## src/rtl/gf8_divider.sv

```systemverilog
// Sequential GF(2^8) divider: quotient = A * B^254 mod POLY, square-and-multiply on one shared multiplier.
// Latency: fixed 17 cycles from accept edge to out_valid (8 x SQR/MUL + FINAL), independent of data.
// Backpressure: in_ready only in IDLE; result held stable in DONE until out_ready, then one idle cycle.
module gf8_divider #(
   parameter logic [8:0] POLY = 9'h11B
) (
   input  logic       clk,
   input  logic       reset,
   input  logic       in_valid,
   output logic       in_ready,
   input  logic [7:0] A,
   input  logic [7:0] B,
   output logic       out_valid,
   input  logic       out_ready,
   output logic [7:0] quotient,
   output logic       div_by_zero
);

   typedef enum logic [2:0] {
      S_IDLE,
      S_SQR,
      S_MUL,
      S_FINAL,
      S_DONE
   } state_t;

   // B^254: 254 = 8'b1111_1110, scanned MSB first
   localparam logic [7:0] EXP = 8'hFE;

   state_t     state_q, state_d;
   logic [7:0] r_q, r_d;
   logic [7:0] a_q, a_d;
   logic [7:0] b_q, b_d;
   logic [2:0] idx_q, idx_d;
   logic [7:0] quot_q, quot_d;
   logic       dbz_q, dbz_d;
   logic       ov_q, ov_d;

   logic [7:0] mul_x, mul_y, mul_p;

   function automatic logic [7:0] gf_mul(input logic [7:0] x, input logic [7:0] y);
      logic [14:0] p;
      p = '0;
      for (int i = 0; i < 8; i++) begin
         if (y[i]) p = p ^ ({7'b0, x} << i);
      end
      for (int i = 14; i >= 8; i--) begin
         if (p[i]) p = p ^ ({6'b0, POLY} << (i - 8));
      end
      return p[7:0];
   endfunction

   always_comb begin
      mul_x = r_q;
      mul_y = r_q;
      case (state_q)
         S_MUL:   mul_y = b_q;
         S_FINAL: mul_y = a_q;
         default: mul_y = r_q;
      endcase
   end

   assign mul_p = gf_mul(mul_x, mul_y);

   always_comb begin
      state_d = state_q;
      r_d     = r_q;
      a_d     = a_q;
      b_d     = b_q;
      idx_d   = idx_q;
      quot_d  = quot_q;
      dbz_d   = dbz_q;
      ov_d    = ov_q;
      case (state_q)
         S_IDLE: begin
            if (in_valid) begin
               a_d     = A;
               b_d     = B;
               r_d     = 8'h01;
               idx_d   = 3'd7;
               dbz_d   = (B == 8'h00);
               state_d = S_SQR;
            end
         end
         S_SQR: begin
            r_d     = mul_p;
            state_d = S_MUL;
         end
         S_MUL: begin
            if (EXP[idx_q]) r_d = mul_p;
            if (idx_q == 3'd0) begin
               state_d = S_FINAL;
            end else begin
               idx_d   = idx_q - 3'd1;
               state_d = S_SQR;
            end
         end
         S_FINAL: begin
            quot_d  = mul_p;
            ov_d    = 1'b1;
            state_d = S_DONE;
         end
         S_DONE: begin
            if (out_ready) begin
               ov_d    = 1'b0;
               state_d = S_IDLE;
            end
         end
         default: state_d = S_IDLE;
      endcase
   end

   always_ff @(posedge clk or negedge reset) begin
      if (!reset) begin
         state_q <= S_IDLE;
         r_q     <= 8'h01;
         a_q     <= 8'h00;
         b_q     <= 8'h00;
         idx_q   <= 3'd7;
         quot_q  <= 8'h00;
         dbz_q   <= 1'b0;
         ov_q    <= 1'b0;
      end else begin
         state_q <= state_d;
         r_q     <= r_d;
         a_q     <= a_d;
         b_q     <= b_d;
         idx_q   <= idx_d;
         quot_q  <= quot_d;
         dbz_q   <= dbz_d;
         ov_q    <= ov_d;
      end
   end

   assign in_ready    = (state_q == S_IDLE);
   assign out_valid   = ov_q;
   assign quotient    = quot_q;
   assign div_by_zero = dbz_q;

endmodule

```

## config.mk

```make
export PLATFORM = sky130hd
export DESIGN_NAME = gf8_divider
export DESIGN_NICKNAME = d
export VERILOG_FILES = /design/src/rtl/gf8_divider.sv
export SDC_FILE = /design/constraint.sdc
export NUM_CORES = 1
export LEC_CHECK = 0
export CAP_MARGIN = 20
export CORE_ASPECT_RATIO = 0.7
export CORE_MARGIN = 3
export CORE_UTILIZATION = 55
export CTS_BUF_LIST = sky130_fd_sc_hd__clkbuf_16
export DETAILED_ROUTE_END_ITERATION = 7
export HOLD_SLACK_MARGIN = 0.1
export PLACE_DENSITY = 0.74
export RECOVER_POWER = 100
export REMOVE_ABC_BUFFERS = 1
export SLEW_MARGIN = 20
export SYNTH_ARGS = -nofsm -noshare
export SYNTH_HDL_FRONTEND = slang
export SYNTH_SLANG_ARGS = --single-unit
```

## constraint.sdc

```tcl
create_clock -name clk -period 3.3 [get_ports clk]
set_input_delay 0.495 -clock clk [delete_from_list [all_inputs] [get_ports clk]]
set_output_delay 0.495 -clock clk [all_outputs]
set_load 0.1 [all_outputs]
```

==> impl_metrics.toml, run 1 <==
[outcome]
outcome = "finished, violations left"
violations = "capacitance limit, slew limit"

[critical_path]
cp_max_fo = 14
path_class = "reg -> reg"
startpoint_type = "flop"
end_kind = "flop"
cp.arrival_ps = 3250
reg2reg_slack_ps = 230
worstRegToRegCells = 9
rr_startpoint = "state_q[0]"
r2r_end = "quotient[1]"
crit_required_ps = 3470

[die]
die_h_um = 69.0
core_mm2 = 0.00537
ioPinCount = 31
die_x_um = 96.0
die-area_mm2 = 0.00662
start_util = 0.581
rows = 22

[global_route]
track_usage = 0.235
antenna_found_initial = 0
grt_start_max_net_pins = 41
grt_pass1_wl_um = 11600
grt_overflow_total = 0
grt_pass1_vias = 2364

[timing]
finalCriticalPeriod_ps = 3070
rsz0062_at_grt = "false"
tightest_slew_ps = 2090
fin_skew_ps = 8.68
fmax_mhz = 325
setup_viol = 0
finalHoldViolCount = 0
drv_slew = 41
slew_headroom = -0.391
worst_slack_ps = 225
setup_tns_ps = 0
min_period_over_period = 0.932

[job]
cap_violations = 1

[cts]
cts-resized-gates = 0
cts-root-buf = "clkbuf_16"
clock_latency_ps = 280
cts_tree = "yes"
cts-htree-levels = 2
ctsHoldBuffers = 0
clockBufferDepth = 2
cts_buffers = 5
path_clk_slew_ps = 60
postCtsSetupBuffers = 0
clock_sinks = 40

[detailed_routing]
drtIter0Drc = 131
detail_route.wl_per_cell_um = 16.6
ant_nets = 0
vias_per_cell = 5.52
first_pass_iters = 4
routed_wirelength_um = 6850
drc = 0
vias = 2275

[logic_synthesis]
synth-edff-count = 0
ys.flop_type = "dfrtp_1"
ys_types = 51
synthCells = 312
synth_top_area_frac = 0.289
yosysSeqAreaShare = 0.323
async_flop_share = 1.00
synth_area_leaders = "dfrtp_1 (29%), mux2_2 (10%), xnor2_1 (9.8%), xnor3_1 (7.9%), nand2_1 (6.7%)"
ys_ff_latch = 40
syn_avg_cell_area_um2 = 9.99
yosys_warnings = 0
synth_area_mm2 = 0.00312
synth_top_cell_by_area = "dfrtp_1"

[placed_design]
hpwl_um = 5050
placed_cell_area_mm2 = 0.00349
port_buffers = 30
place_ws_ps = 215
gp_congestion = 0.902

[worst_hold_path]
worstHoldStart = "quotient[2]"
whs_endpoint = "quotient[2]"
hold_path_depth = 1
hp-class = "reg -> reg"

[finish]
areaGrowthSynthToFinish_pct = 17.1
diodes = 0
fin_area_mm2 = 0.00365
fin_util = 0.680
layout.nets = 361
drive_gt1_frac = 0.194
[worst max-delay path, stage by stage, from the launching register on]
cell and delay, ps:
dfrtp_1 530, buf_4 270, mux2_4 330, mux2_2 350, nand2_1 110, xnor2_1 170
xnor2_2 160, xor2_2 320, xnor3_1 480, mux2_2 260
[cells by family (layout without fill, tap and decap cells)]
family | count (synthesis) | in the layout | synth area share
simple gates | 97 | 97 | 0.138
mux | 43 | 43 | 0.165
fa+ha+maj | 2 | 2 | 0.00803
buf+inv | 29 | 57 | 0.0405
flops | 40 | 40 | 0.323
xor+xnor | 58 | 58 | 0.228
compound gates | 43 | 43 | 0.0971
[metal layers]
layer	up-vias	routed length (µm)	global-route usage
met4	0	62	0.0496
met2	90	2960	0.370
li1	1123	-	-
met3	7	651	0.0629
met1	1055	3180	0.327
met5	-	0	0
[state kept, by name (all words and copies together) (netlist names)]
signal / cells
state_q: 3
a_q: 8
out_valid: 1
mul_x: 8
quotient: 8
idx_q: 3
b_q: 8
div_by_zero: 1
[final cells by class]
class | instances | area [µm²]
tap | 72 | 90.1
fill | 419 | 1720
multi-input combinational | 243 | 1980
inverter | 8 | 30.0
clock buffer | 5 | 125
timing repair buffer | 41 | 370
clock inverter | 3 | 42.5
sequential | 40 | 1010
[layout by cell type (no fill, tap or decap), types with 2 or more instances in the layout]
cell and instances:
nand2_1 56, dfrtp_1 36, xnor2_1 35, mux2_2 29, clkdlybuf4s50_1 18, nor2_1 16
o21ai_0 11, xnor3_1 11, dlygate4sd3_1 10, buf_4 9, inv_1 8, nor3_1 7
a21oi_1 7, mux2i_1 7, xor2_1 7, a22o_1 6, nand2b_1 5, clkbuf_16 5
mux2_4 3, a22oi_1 3, dfstp_2 3, mux2i_2 2, a211oi_1 2, o211a_1 2
mux2i_4 2, xnor2_2 2, nand3_1 2, a21o_1 2, nor4_1 2, nand3b_1 2
ha_1 2, clkbuf_1 2, clkbuf_4 2
[per-stage QoR]
step	std cells	hold WS [ps]
after floorplan	291	199
after global placement	404	472
after detailed placement	404	496
after CTS	412	368
after global routing	412	521
final	412	506
[cells in the mapped netlist (all sizes together) (3+ instances only)]
cell type	instances
mux2	32
xnor2	37
mux2i	11
dfrtp	36
o21ai	12
a21oi	7
nor2	16
nor3	7
a22o	6
inv	8
xnor3	12
xor2	8
clkbuf	12
dfstp	4
buf	9
nand2	56
nand2b	5
a22oi	3
[how the worst max path moves through the flow]
stage	startpoint	end	slack, ps	cells after the start
2_1_floorplan	state_q[0]	a_q[0]	-730	3
3_3_place_gp	state_q[0]	quotient[1]	260	9
3_5_place_dp	state_q[0]	quotient[1]	220	9
4_1_cts	state_q[0]	quotient[1]	210	9
5_1_grt	state_q[0]	quotient[3]	40	9
6_report	state_q[0]	quotient[1]	230	9
Power of run 1 is left out: the tool's default activity adds up to more than one toggle a clock period on the data nets, which glitch-free logic cannot reach.
==> run 2, diff against run 1 <==
--- a/config.mk
+++ b/config.mk
@@ -15,6 +15,7 @@
 export PLACE_DENSITY = 0.74
 export RECOVER_POWER = 100
 export REMOVE_ABC_BUFFERS = 1
+export SETUP_SLACK_MARGIN = 0.5
 export SLEW_MARGIN = 20
 export SYNTH_ARGS = -nofsm -noshare
 export SYNTH_HDL_FRONTEND = slang
==> run 2 against run 1 <==
The flow still finishes with violations (capacitance limit, slew limit). Wire length is 10% higher. Count of clock-buffer cells in the layout unchanged. Sequential share of layout area is 2.3 points lower. Critical endpoint is now quotient[3].
==> impl_metrics.toml, run 2 (synthesis results as in run 1) <==
[cts]
cts-root-buf = "clkbuf_16"
cts_tree = "yes"
ctsHoldBuffers = 0
path_clk_slew_ps = 60
cts_buffers = 5
clockBufferDepth = 2
clock_latency_ps = 280
cts-htree-levels = 2
clock_sinks = 40

[die]
core_mm2 = 0.00537
ioPinCount = 31
start_util = 0.581
die-area_mm2 = 0.00662
rows = 22
die_h_um = 69.0
die_x_um = 96.0

[finish]
fillers = 369
layout.nets = 388
final_cell_mix = "nand2_1 (52), dfrtp_1 (34), xnor2_1 (32)"
layout_commonest_cell = "nand2_1"
fin_util = 0.744
fin_area_mm2 = 0.00399
diodes = 0
drive_gt1_frac = 0.300
areaGrowthSynthToFinish_pct = 28.1

[global_route]
antenna_found_initial = 0
grt_pass1_wl_um = 11700
grt_overflow_total = 0
grt_pass1_vias = 2392
grt_start_max_net_pins = 41
track_usage = 0.236

[timing]
min_period_over_period = 0.930
setup_viol = 0
finalCriticalPeriod_ps = 3070
tightest_slew_ps = 2120
rsz0062_at_grt = "true"
holdWs_ps = 505
finalHoldViolCount = 0
slew_headroom = -0.411
setup_tns_ps = 0
drv_slew = 41
fin_skew_ps = 7.18
fmax_mhz = 326

[detailed_routing]
drtIter0Drc = 130
wl_met1_um = 3510
drc = 0
route.met3.wl_um = 497
vias_per_cell = 5.53
vias = 2429
first_pass_iters = 4
routed.top_layer = "met4"
met2_length_um = 3460
routed_wirelength_um = 7550
ant_nets = 0
detail_route.wl_per_cell_um = 17.2

[placed_design]
gp_congestion = 0.902
placed_cell_area_mm2 = 0.00349
port_buffers = 30
hpwl_um = 5050

[worst_hold_path]
hp-class = "reg -> reg"
worstHoldStart = "quotient[2]"
whs_endpoint = "quotient[2]"
hold_path_depth = 1

[critical_path]
cpPeakStageDelay_ps = 480
cp_max_fo = 7
startpoint_type = "flop"
reg2reg_slack_ps = 230
worstRegToRegCells = 10
crit_chain = "buf_6, mux2_1, nand2_2, a222oi_1, o31ai_2, buf_4, xnor3_2, xnor3_1, xnor2_2, mux2_2"
crit_required_ps = 3470
path_class = "reg -> reg"
cp_slowest_cell = "dfrtp_1"
rr_startpoint = "state_q[0]"
r2r_end = "quotient[3]"
end_kind = "flop"
cp.arrival_ps = 3240

[outcome]
violations = "capacitance limit, slew limit"
outcome = "finished, violations left"

[job]
cap_violations = 1
[run 2: cell types whose count changed in the layout (fill, tap and decap cells not counted), sizes merged]
cell | before | now
buf | 9 | 34
clkbuf | 9 | 10
and2b | 1 | 2
[run 2: area by class of cell]
class                   count  area (µm²)  share of cell area
repair buffers             67         588               0.147
flip-flops and latches     40        1010               0.253
clock buffers               5         125              0.0313
inverters                   8        30.0             0.00752
clock inverters             3        42.5              0.0107
well taps                  72        90.1              0.0226
multi-input cells         244        2110               0.528
[run 2: layer usage]
metal,GRT usage,vias to the layer above
met5,0,-
met4,0.0496,0
met3,0.0629,12
met2,0.380,68
met1,0.322,1178
li1,-,1171
[run 2: per-stage QoR]
stage	std cells	setup slack, ps
global route	439	196
finish	439	232
CTS	419	500
detailed placement	404	215
global placement	404	258
floorplan	291	-726
[run 2: how the worst max path moves through the flow]
| stage | depth (start not counted) | to | slack [ps] | from |
|---|---|---|---|---|
| after global routing | 10 | quotient[3] | 200 | state_q[0] |
| final | 10 | quotient[3] | 230 | state_q[0] |
| after detailed placement | 9 | quotient[1] | 220 | state_q[0] |
| after floorplan | 3 | a_q[0] | -730 | state_q[0] |
| after CTS | 10 | quotient[1] | 500 | state_q[0] |
| after global placement | 9 | quotient[1] | 260 | state_q[0] |
[run 2: timing repair]
action / CTS / global route
pin swaps: 2 / 17
cloned: 0 / 1
resized for setup: 8 / 33
buffers inserted: 7 / 19
endpoints found under the setup margin: 10 / 11
[run 2: critical path, delay by kind of cell, from the launching register on]
family / cells / cell delay, ps
XOR/XNOR: 3 / 880
multiplexers: 2 / 640
AO/OA/AOI/OAI: 2 / 530
flip-flops: 1 / 480
buffers and inverters: 2 / 320
AND/OR/NAND/NOR: 1 / 110
Power of run 2 is left out for the same reason.
==> run 3, diff against run 2 <==
==> constraint.sdc (replaced) <==
create_clock -name clk -period 3.3 [get_ports clk]
set_input_delay 0.66 -clock clk [delete_from_list [all_inputs] [get_ports clk]]
set_output_delay 0.66 -clock clk [all_outputs]
set_load 0.1 [all_outputs]
==> run 3 against run 2 <==
The run still ends with capacitance limit, slew limit left. Core utilization down 3.0 points. Clock skew up 4.3 ps. Worst setup slack better by 91 ps. Maximum frequency up 3.1%. Count of clock-buffer cells in the layout unchanged. Cell area down 4.1%. Critical path type unchanged.
==> impl_metrics.toml, run 3 (synthesis results as in run 1) <==
[critical_path]
startpoint_type = "flop"
cp_slowest_cell = "dfrtp_1"
crit_chain = "clkbuf_4, mux2_4, o21ai_0, xnor2_1, xnor3_1, xnor3_2, xnor3_1, mux2_2"
cpMostUsedCell = "xnor3_1"
crit_required_ps = 3470
path_class = "reg -> reg"
cp.arrival_ps = 3150
end_kind = "flop"
cp_max_fo = 6
cpPeakStageDelay_ps = 520

[timing]
drv_slew = 41
fmax_mhz = 336
finalHoldViolCount = 0
fin_skew_ps = 11.4
slew_headroom = -0.402
finalCriticalPeriod_ps = 2980
rsz0062_at_grt = "true"
holdWs_ps = 492
setup_viol = 0
tightest_slew_ps = 2100
min_period_over_period = 0.902

[cts]
clock_sinks = 40
cts_buffers = 5
cts_tree = "yes"
cts-root-buf = "clkbuf_16"
clockBufferDepth = 2
clock_latency_ps = 280
path_clk_slew_ps = 60
cts-htree-levels = 2

[detailed_routing]
ant_nets = 0
routed_wirelength_um = 7420
drc = 0
vias = 2430
drtIter0Drc = 186
first_pass_iters = 4
detail_route.wl_per_cell_um = 17.1
vias_per_cell = 5.59

[placed_design]
placed_cell_area_mm2 = 0.00346
port_buffers = 30
gp_congestion = 0.878
hpwl_um = 5090

[die]
die-area_mm2 = 0.00662
die_h_um = 69.0
core_mm2 = 0.00537
start_util = 0.581
ioPinCount = 31
rows = 22
die_x_um = 96.0

[finish]
layout_commonest_cell = "nand2_1"
drive_gt1_frac = 0.262
seq_area_mm2 = 0.00101
fillers = 392
fin_area_mm2 = 0.00383
final_cell_mix = "nand2_1 (55), dfrtp_1 (35), xnor2_1 (33)"
areaGrowthSynthToFinish_pct = 22.8
layout.nets = 384
diodes = 0
multiInputGateArea_mm2 = 0.00206

[worst_hold_path]
hp-class = "reg -> reg"

[job]
cap_violations = 1

[outcome]
outcome = "finished, violations left"
violations = "capacitance limit, slew limit"

[global_route]
grt_overflow_total = 0
grt_pass1_vias = 2263
grt_start_max_net_pins = 41
grt_pass1_wl_um = 11600
antenna_found_initial = 0
track_usage = 0.235
run 3: cell types whose count changed in the layout (fill, tap and decap cells not counted), moves of 3 or more:
cell	previous run	this run
nand2_2	4	1
buf_6	5	2
dlygate4sd3_1	10	2
clkbuf_1	3	15
nand2_1	52	55
o21ai_0	6	9
run 3: worst max-delay path: cells and delay by family (launching register included):
kind	cells	cell delay [ps]
multiplexers	2	600
flip-flops	1	520
XOR/XNOR	4	1240
buffers and inverters	1	210
AO/OA/AOI/OAI	1	290
run 3: path summary, 6_finish.rpt:
check / from / cells after the start / slack, ps / to
min in group asynchronous: reset / 1 / 980 / b_q[5]
max in group asynchronous: reset / 1 / 950 / mul_x[3]
worst max register to register: state_q[0] / 8 / 320 / quotient[1]
worst min-delay path: quotient[0] / 2 / 490 / quotient[0]
worst max-delay path: state_q[0] / 8 / 320 / quotient[1]
worst min register to register: quotient[0] / 2 / 490 / quotient[0]
run 3: area by class of cell:
class,instances,share of cell area
multi-input cells,243,0.537
flip-flops and latches,40,0.263
repair buffers,64,0.126
clock buffers,5,0.0327
well taps,72,0.0235
clock inverters,3,0.00980
inverters,8,0.00784
run 3: metrics by stage:
stage | setup slack (ps) | setup TNS, ps | instances | utilization
final | 324 | 0 | 435 | 0.713
after global routing | 226 | 0 | 435 | 0.713
after detailed placement | 156 | 0 | 404 | 0.645
after floorplan | -726 | -13770 | 291 | -
after CTS | 497 | 0 | 423 | 0.693
after global placement | 230 | 0 | 404 | 0.645
run 3: timing repair:
item,in CTS,in global routing
gates resized for setup,5,19
hold buffers,0,0
buffers inserted,11,12
setup endpoints to repair,11,11
pin swaps,4,5
run 3: metal layers:
metal / routed length (µm) / vias up / track usage
li1: - / 1166 / -
met4: 17 / 0 / 0.0426
met2: 3380 / 88 / 0.371
met5: 0 / - / 0
met3: 622 / 4 / 0.0466
met1: 3400 / 1172 / 0.341
Power of run 3 is left out for the same reason.
